--- config.mk ---
export PLATFORM = sky130hd
export DESIGN_NAME = slice_cfg_ctrl
export DESIGN_NICKNAME = d
export VERILOG_FILES = /design/src/rtl/slice_cfg_pkg.sv /design/src/rtl/cfg_serializer.sv /design/src/rtl/slice_cfg_ctrl.sv
export SDC_FILE = /design/constraint.sdc
export NUM_CORES = 1
export LEC_CHECK = 0
export BUFFER_PORTS_ARGS = -buffer_cell sky130_fd_sc_hd__buf_4
export CAP_MARGIN = 10
export CORE_MARGIN = 3
export CORE_UTILIZATION = 53
export CTS_CLUSTER_DIAMETER = 40
export CTS_CLUSTER_SIZE = 16
export DETAILED_ROUTE_END_ITERATION = 6
export MAX_ROUTING_LAYER = met4
export PLACE_DENSITY = 0.87
export SETUP_SLACK_MARGIN = 0.3
export SYNTH_ARGS = -nofsm -noshare
export SYNTH_HDL_FRONTEND = slang
export SYNTH_SLANG_ARGS = --single-unit
--- constraint.sdc ---
create_clock -name CLK -period 2.3 [get_ports CLK]
set_clock_uncertainty 0.05 [all_clocks]
set_input_delay 0.23 -clock CLK [delete_from_list [all_inputs] [get_ports CLK]]
set_output_delay 0.23 -clock CLK [all_outputs]
set_load 0.05 [all_outputs]
--- src/rtl/slice_cfg_pkg.sv ---
// Shared types and sizing helpers for the slice configuration controller.
// ERROR state only exists when SLICE_CFG_PARITY_EN is defined.
package slice_cfg_pkg;

  localparam int LUTS_PER_SLICE = 2;

`ifdef SLICE_CFG_PARITY_EN
  typedef enum logic [2:0] {
    S_IDLE  = 3'd0,
    S_LOAD  = 3'd1,
    S_SHIFT = 3'd2,
    S_DONE  = 3'd3,
    S_RUN   = 3'd4,
    S_ERROR = 3'd5
  } slice_cfg_state_t;
`else
  typedef enum logic [2:0] {
    S_IDLE  = 3'd0,
    S_LOAD  = 3'd1,
    S_SHIFT = 3'd2,
    S_DONE  = 3'd3,
    S_RUN   = 3'd4
  } slice_cfg_state_t;
`endif

  // Width of a counter that indexes every LUT word on the chain.
  function automatic int wordCntW(input int numSlices);
    int n;
    n = LUTS_PER_SLICE * numSlices;
    return (n > 1) ? $clog2(n) : 1;
  endfunction

endpackage

--- src/rtl/cfg_serializer.sv ---
// Parallel-load, LSB-first shift register feeding the slice config chain.
// A marker bit above the data flags the final bit without a counter.
module cfg_serializer #(
  parameter int W = 8
) (
  input  logic         gclk,
  input  logic         grst_n,
  input  logic         load,
  input  logic         shift,
  input  logic [W-1:0] data,
  output logic         sdo,
  output logic         lastBit
);

  logic [W:0] sr;

  always_ff @(posedge gclk or negedge grst_n) begin
    if (!grst_n)    sr <= '0;
    else if (load)  sr <= {1'b1, data};
    else if (shift) sr <= {1'b0, sr[W:1]};
  end

  assign sdo     = sr[0];
  // Marker has walked down to bit 1 exactly when bit 0 is the final data bit.
  assign lastBit = (sr[W:1] == W'(1));

endmodule

--- src/rtl/slice_cfg_ctrl.sv ---
// Loads LUT truth tables onto the slice config chain, then enables the array.
// Define SLICE_CFG_PARITY_EN to add the cfg_par input and the ERROR state.
module slice_cfg_ctrl
  import slice_cfg_pkg::*;
#(
  parameter int NUM_SLICES = 4,
  parameter int LUT_BITS   = 8
) (
  input  logic                CLK,
  input  logic                RST_N,
  input  logic                start,
  input  logic                abort,
  input  logic                cfg_valid,
  output logic                cfg_ready,
  input  logic [LUT_BITS-1:0] cfg_data,
`ifdef SLICE_CFG_PARITY_EN
  input  logic                cfg_par,
`endif
  output logic                cfg_sdo,
  output logic                cfg_shift_en,
  output logic                cfg_done,
  output logic                slice_en,
  output logic                cfg_err
);

  localparam int WCW = wordCntW(NUM_SLICES);
  localparam int BCW = (LUT_BITS > 1) ? $clog2(LUT_BITS) : 1;
  localparam logic [WCW-1:0] WORD_LAST = WCW'(LUTS_PER_SLICE * NUM_SLICES - 1);
  localparam logic [BCW-1:0] BIT_LAST  = BCW'(LUT_BITS - 1);

  slice_cfg_state_t state, nextState;
  logic [WCW-1:0] wordCnt;
  logic [BCW-1:0] bitCnt;
  logic capture, shiftStep, cntInc, cntClr;
  logic serSdo, serLast, wordEnd;

  cfg_serializer #(.W(LUT_BITS)) uSer (
    .gclk   (CLK),
    .grst_n (RST_N),
    .load   (capture),
    .shift  (shiftStep),
    .data   (cfg_data),
    .sdo    (serSdo),
    .lastBit(serLast)
  );

  assign wordEnd = serLast && (bitCnt == BIT_LAST);

`ifdef SLICE_CFG_PARITY_EN
  logic parBad;
  assign parBad = ^{cfg_data, cfg_par};
`endif

  always_ff @(posedge CLK or negedge RST_N) begin
    if (!RST_N) begin
      state   <= S_IDLE;
      wordCnt <= '0;
      bitCnt  <= '0;
    end else begin
      state <= nextState;
      if (cntClr)      wordCnt <= '0;
      else if (cntInc) wordCnt <= wordCnt + 1'b1;
      if (cntClr || capture) bitCnt <= '0;
      else if (shiftStep)    bitCnt <= bitCnt + 1'b1;
    end
  end

  always_comb begin
    nextState = state;
    capture   = 1'b0;
    shiftStep = 1'b0;
    cntInc    = 1'b0;
    cntClr    = 1'b0;
    unique case (state)
      S_IDLE: if (start) begin
        nextState = S_LOAD;
        cntClr    = 1'b1;
      end
      S_LOAD: begin
`ifdef SLICE_CFG_PARITY_EN
        // A bad word is dropped before it can reach the chain.
        if (cfg_valid && parBad) nextState = S_ERROR;
        else
`endif
        if (cfg_valid) begin
          capture   = 1'b1;
          nextState = S_SHIFT;
        end
      end
      S_SHIFT: begin
        shiftStep = 1'b1;
        if (wordEnd) begin
          if (wordCnt < WORD_LAST) begin
            cntInc    = 1'b1;
            nextState = S_LOAD;
          end else begin
            nextState = S_DONE;
          end
        end
      end
      S_DONE: nextState = S_RUN;
      S_RUN: if (start) begin
        nextState = S_LOAD;
        cntClr    = 1'b1;
      end
`ifdef SLICE_CFG_PARITY_EN
      S_ERROR: if (start) begin
        nextState = S_LOAD;
        cntClr    = 1'b1;
      end
`endif
      default: nextState = S_IDLE;
    endcase
    // Abort overrides everything, including a coincident start.
    if (abort) begin
      nextState = S_IDLE;
      capture   = 1'b0;
      shiftStep = 1'b0;
      cntInc    = 1'b0;
      cntClr    = 1'b1;
    end
  end

  assign cfg_ready    = (state == S_LOAD);
  assign cfg_shift_en = (state == S_SHIFT);
  assign cfg_sdo      = cfg_shift_en & serSdo;
  assign cfg_done     = (state == S_DONE);
  assign slice_en     = (state == S_RUN);
`ifdef SLICE_CFG_PARITY_EN
  assign cfg_err      = (state == S_ERROR);
`else
  assign cfg_err      = 1'b0;
`endif

endmodule

==> results of run 1 <==
power by group through the flow:
stage	registers (µW)	logic [µW]	clock network, µW
after floorplan	411	112	0
after global placement	430	137	0
after detailed placement	434	143	0
after CTS	426	146	199
after global routing	436	159	217
final	427	144	200
sequential cells by signal, summed over array words and instances, names as in the netlist:
register,flops
bitCnt,3
wordCnt,3
uSer.sr,9
state,3
repair_timing:
action	4_1_cts	5_1_grt
resized for setup	0	0
setup endpoints to repair	0	1
hold buffers	1	0
hold endpoints to repair	18	0
setup buffers	0	2
layout make-up:
type                       count  area [µm²]
sequential                    18         450
multi-input combinational     65         480
inverter                       5        18.8
tap                           24        30.0
fill                         130         435
clock buffer                   4        36.3
timing repair buffer          21         160
placed cells by master, fill, tap and decap left out:
cell type	Yosys	layout
nor3b_2	0	2
dfrtp_1	18	18
ha_1	3	3
clkbuf_8	0	1
buf_4	2	20
a21o_1	9	9
and2_1	1	1
o31ai_1	1	1
a21oi_1	2	2
conb_1	1	1
o22ai_1	1	1
clkbuf_4	0	3
a22oi_1	1	1
nor4_4	1	1
nor2_1	11	11
nor3_1	2	2
or4_1	1	1
mux2i_1	5	5
o32ai_1	1	1
a22o_1	8	8
inv_2	1	1
o21ai_0	1	1
dlygate4sd3_1	0	1
nand4_1	1	1
and3_1	1	1
nor4b_4	1	1
nand2b_1	1	1
xnor2_1	1	1
nor4b_1	1	1
a21boi_1	1	1
inv_1	4	4
nand2_1	6	6
nand3_1	1	1
cell usage after synthesis:
cell type / count / share of area, %
nand4_1: 1 / 0.64
a21oi_1: 2 / 1.0
nor4_4: 1 / 2.2
buf_4: 2 / 1.5
inv_1: 4 / 1.5
buf_6: 1 / 1.1
xnor2_1: 1 / 0.89
o22ai_1: 1 / 0.64
nor3_1: 2 / 1.0
and2_1: 1 / 0.64
a22o_1: 8 / 7.2
o21ai_0: 1 / 0.51
nor3b_1: 2 / 1.5
conb_1: 1 / 0.38
o32ai_1: 1 / 0.89
nand2_1: 6 / 2.3
clkbuf_1: 1 / 0.38
dfrtp_1: 18 / 46
nand3_1: 1 / 0.51
ha_1: 3 / 3.8
or4_1: 1 / 0.77
buf_2: 2 / 1.0
nor4b_1: 1 / 0.89
a21o_1: 9 / 6.9
a22oi_1: 1 / 0.77
nor2_1: 11 / 4.2
o31ai_1: 1 / 0.77
nor4b_4: 1 / 2.4
inv_2: 1 / 0.38
mux2i_1: 5 / 5.1
and3_1: 1 / 0.64
a21boi_1: 1 / 0.77
nand2b_1: 1 / 0.64
cell families after synthesis:
kind of cell | synth area share (%)
compound gates | 19.4
xor+xnor | 0.894
fa+ha+maj | 3.83
buf+inv | 6.00
flops | 46.0
mux | 5.11
other cells | 0.383
simple gates | 18.4
routing by layer:
layer	track usage [%]	share of wire, %
met1	21.7	43
met2	33.0	52
met3	7.34	4.6
met4	4.27	0.43
met5	-	0
metrics by stage:
step	utilization (%)	hold WS (ns)	setup WS, ns	area (µm²)
3_3_place_gp	69.2	0.0573	0.558	1110
5_1_grt	73.0	0.109	0.315	1180
6_report	73.0	0.121	0.435	1180
4_1_cts	72.0	0.117	0.455	1160
3_5_place_dp	69.2	0.0598	0.486	1110
2_1_floorplan	-	-0.116	0.0641	990
worst max-delay path: stages (launching register included):
cell,delay [ns]
dfrtp_1,0.60
inv_1,0.13
nor3_1,0.30
buf_4,0.26
worst paths after layout:
kind | endpoint | slack (ns)
max | slice_en | 0.43
min | state[2] | 0.12
max reg2reg | uSer.sr[5] | 0.46
min reg2reg | uSer.sr[0] | 0.45
max in group asynchronous | uSer.sr[8] | 1.74
min in group asynchronous | state[2] | 0.27
==> results.sh, run 1 <==
export IMPL_stdcell_count=137
export IMPL_die_h_um=49.0
export IMPL_p_switching_uw=225
export IMPL_clk_path_buf_depth=2
export IMPL_path_clk_slew_ns=0.11
export IMPL_rows=14
export IMPL_diodes=0
export IMPL_root_buffer="clkbuf_4"
export IMPL_nNetsFinal=130
export IMPL_crit_arrival_ns=1.59
export IMPL_cellPowerDensity_nw_per_um2=655
export IMPL_cts_buffers=3
export IMPL_clock_fmax_mhz=536
export IMPL_drive_gt1_share_pct=25.7
export IMPL_power_total_uw=771
export IMPL_antenna_found_initial=0
export IMPL_synthToLayoutAreaGrowth_pct=20.1
export IMPL_cts_sinks=18
export IMPL_crit_required_ns=2.02
export IMPL_synth_nets=110
export IMPL_yosysWarnings=0
export IMPL_grt_max_degree=19
export IMPL_cp_max_fo=7
export IMPL_worst_pin_slew_ns=0.531
export IMPL_relSlewSlack_pct=64.4
export IMPL_setup_violations_final=0
export IMPL_rr_worst_depth=4
export IMPL_overflow=0
export IMPL_final_hold_viol_count=0
export IMPL_postRouteAntennaNets=0
export IMPL_ys_seq_area_share_pct=46.0
export IMPL_die_w_um=49.0
export IMPL_grt_pass1_wl_um=3610
export IMPL_internal_power_uw=546
export IMPL_p_seq_share_pct=55.4
export IMPL_critical_path_startpoint="state[2]"
export IMPL_wl_per_cell_um=15.2
export IMPL_cp_end_kind="primary output"
export IMPL_netlist_area_um2=980
export IMPL_avgViaCountPerCell=5.74
export IMPL_fin_setup_tns_ns=0
export IMPL_synth_area_per_cell_um2=10.4
export IMPL_dpl_cell_count=130
export IMPL_min_delay_start="abort"
export IMPL_clock_latency_ns=0.30
export IMPL_synth_seq_cells=18
export IMPL_maxSlewViolCount=0
export IMPL_worstHoldPathType="input pin to flip-flop"
export IMPL_rsz0062_at_grt="false"
export IMPL_dp_hpwl_um=1540
export IMPL_wl_um=2080
export IMPL_path_class="flip-flop to primary output"
export IMPL_synthDistinctLibCells=33
export IMPL_switching_share_pct=29.2
export IMPL_die_area_um2=2400
export IMPL_cap_viol_max_count=0
export IMPL_io_pins=19
export IMPL_core_area_um2=1610
export IMPL_peakVddDrop_mv=0.654
export IMPL_min_period_ns=1.87
export IMPL_grt_util_all_layers_pct=19.5
export IMPL_drt_iter0_markers=17
export IMPL_port_buffers=17
export IMPL_synthCells=94
export IMPL_min_path_cells=2
export IMPL_run_status="completed"
export IMPL_power_frac_comb_pct=18.7
export IMPL_power_leakage_uw=0.000582
export IMPL_power_clock_fraction_pct=25.9
export IMPL_crit_path_start_kind="flip-flop"
export IMPL_htree_num_levels=1
export IMPL_num_vias=787
export IMPL_first_global_vias=828
export IMPL_rr_startpoint="state[0]"
export IMPL_cts_tree="built"
export IMPL_finalCritPeriodShare_pct=81.1
export IMPL_place_congestion=0.784
export IMPL_start_util_pct=60.8
export IMPL_drc=0
export IMPL_drt_pass1_iterations=4
No activity file was read; power rests on OpenSTA's default activity.
==> run 2, diff against run 1 <==
- ABC_AREA: unset -> 1
- CORE_UTILIZATION: 53 -> 54
- clock period: 2.3 -> 1.8 ns (I/O delays scaled with it)
==> run 2 against run 1 <==
Hold slack got worse by 0.087 ns. Critical endpoint is now cfg_ready. Sequential cell count did not move. Non-clock buffer count rose by 5. Core utilization rose by 8.2 points. Total power rose by 130%. Clock power rose by 33%.
==> results.sh, run 2 <==
export IMPL_run_status="completed"
export IMPL_largest_reg_flops=9
export IMPL_synth_nets=154
export IMPL_dpl_cell_area_um2=1290
export IMPL_crit_required_ns=1.57
export IMPL_ys_seq_area_share_pct=41.3
export IMPL_diodes=0
export IMPL_worstHoldPathType="input pin to flip-flop"
export IMPL_maxSlewViolCount=0
export IMPL_min_period_ns=1.54
export IMPL_die_h_um=50.9
export IMPL_cellPowerDensity_nw_per_um2=1210
export IMPL_io_pins=19
export IMPL_drc=0
export IMPL_netlist_area_um2=1090
export IMPL_antenna_found_initial=0
export IMPL_postRouteAntennaNets=0
export IMPL_critical_path_startpoint="state[1]"
export IMPL_setup_violations_final=0
export IMPL_synthFlopType="dfrtp_1"
export IMPL_clk_path_buf_depth=2
export IMPL_num_vias=997
export IMPL_final_common_cell="nand2_1"
export IMPL_grt_max_degree=19
export IMPL_start_util_pct=59.9
export IMPL_avgViaCountPerCell=5.22
export IMPL_finalCritPeriodShare_pct=85.7
export IMPL_layout_common_cells="nand2_1 (41), buf_4 (20), dfrtp_1 (15), inv_1 (10), nand3_2 (10)"
export IMPL_core_area_um2=1820
export IMPL_crit_arrival_ns=1.31
export IMPL_htree_num_levels=1
export IMPL_first_global_vias=1043
export IMPL_drive_gt1_share_pct=44.6
export IMPL_overflow=0
export IMPL_rr_startpoint="state[1]"
export IMPL_path_class="flip-flop to primary output"
export IMPL_n_fill_cell=114
export IMPL_synth_enable_flop_cells=0
export IMPL_fin_setup_tns_ns=0
export IMPL_cp_max_fo=5
export IMPL_die_w_um=50.9
export IMPL_synth_top_cells_by_count="nand2_1 (46), dfrtp_1 (18), inv_1 (12), nand3_1 (12), nor2_1 (9)"
export IMPL_yosys_area_top_type="dfrtp_1"
export IMPL_grt_util_all_layers_pct=24.1
export IMPL_r2r_slack_ns=0.33
export IMPL_dp_hpwl_um=1730
export IMPL_nNetsFinal=183
export IMPL_grt_pass1_wl_um=4550
export IMPL_rows=15
export IMPL_place_congestion=0.854
export IMPL_drt_pass1_iterations=4
export IMPL_crit_path_start_kind="flip-flop"
export IMPL_synthCells=138
export IMPL_netlist_top_cells_area="dfrtp_1 (41%), nand2_1 (16%), nand3_2 (6.4%)"
export IMPL_rsz0062_at_grt="true"
export IMPL_cts_buffers=3
export IMPL_drt_iter0_markers=19
export IMPL_peakVddDrop_mv=0.806
export IMPL_power_leakage_uw=0.000820
export IMPL_fin_area_um2=1480
export IMPL_wl_per_cell_um=14.1
export IMPL_synthDistinctLibCells=24
export IMPL_synth_area_per_cell_um2=7.90
export IMPL_yosysWarnings=0
export IMPL_cts_tree="built"
export IMPL_reg2reg_to="uSer.sr[7]"
export IMPL_synth_top_area_share_pct=41.3
export IMPL_cap_viol_max_count=0
export IMPL_clock_fmax_mhz=648
export IMPL_synth_most_common_cell="nand2_1"
export IMPL_rr_worst_depth=8
export IMPL_root_buffer="clkbuf_4"
export IMPL_regMostFlops="uSer.sr"
export IMPL_die_area_um2=2590
export IMPL_critPathCapture="cfg_ready"
export IMPL_cp_end_kind="primary output"
export IMPL_final_hold_viol_count=0
export IMPL_clock_latency_ns=0.31
export IMPL_synthArstFlopShare_pct=100
export IMPL_path_clk_slew_ns=0.11
export IMPL_synth_seq_cells=18
export IMPL_synthToLayoutAreaGrowth_pct=35.6
export IMPL_cts_sinks=18
export IMPL_wl_um=2690
export IMPL_port_buffers=17
[run 2: worst min path at each step]
stage	endpoint	startpoint	depth (start not counted)
after global placement	uSer.sr[1]	RST_N	1
final	uSer.sr[3]	cfg_data[3]	3
after global routing	uSer.sr[4]	cfg_data[4]	3
after detailed placement	uSer.sr[1]	RST_N	1
after floorplan	bitCnt[0]	RST_N	0
after CTS	uSer.sr[3]	cfg_data[3]	3
[run 2: cell families (layout without fill, tap and decap cells)]
kind of cell    count (synthesis)  after routing  synth area share (%)
compound gates                  6              6                  3.79
xor+xnor                        1              1                 0.804
fa+ha+maj                       3              3                  3.44
buf+inv                        19             47                  8.61
flops                          18             18                  41.3
other cells                     1              1                 0.344
simple gates                   90             90                  41.7
[run 2: through the flow]
step	total power, µW	setup slack, ns	util, %	hold WS, ns	cells
floorplan	1200	0.0656	-	-0.166	138
global placement	1330	0.283	70.8	0.0122	178
detailed placement	1360	0.263	70.8	0.0134	178
CTS	1730	0.285	77.3	0.0321	190
global route	1890	0.218	81.2	0.0312	191
finish	1790	0.258	81.2	0.0336	191
[run 2: power breakdown]
group / switching [µW] / total, µW / leakage (µW) / internal (µW)
combinational: 514 / 843 / 0.000568 / 329
clock: 142 / 266 / 0.0000210 / 124
sequential: 157 / 680 / 0.000232 / 522
[run 2: layout make-up]
type | instances | area (µm²) | area share (%)
multi-input cells | 101 | 661 | 44.7
well taps | 25 | 31.3 | 2.12
inverters | 17 | 75.1 | 5.08
flip-flops and latches | 18 | 454 | 30.7
clock buffers | 4 | 36.3 | 2.46
repair buffers | 26 | 220 | 14.9
[run 2: per-layer routing]
layer / GRT usage, % / vias to the layer above / part of all wire, %
met3: 4.37 / 10 / 4.1
met4: 11.7 / 0 / 3.4
met5: - / - / 0
li1: - / 490 / -
met1: 26.8 / 467 / 39
met2: 41.4 / 30 / 53
[run 2: worst max-delay path, stage by stage, from the launching register on]
cell and delay, ns:
dfrtp_2 0.47, inv_2 0.09, nand3_1 0.15, inv_2 0.13
buf_6 0.16
[run 2: repair_timing]
action	CTS	global route
hold buffers	1	0
pin swaps	2	6
gates resized for setup	9	17
endpoints found under the hold margin	18	0
setup buffers	7	1
endpoints found under the setup margin	10	23
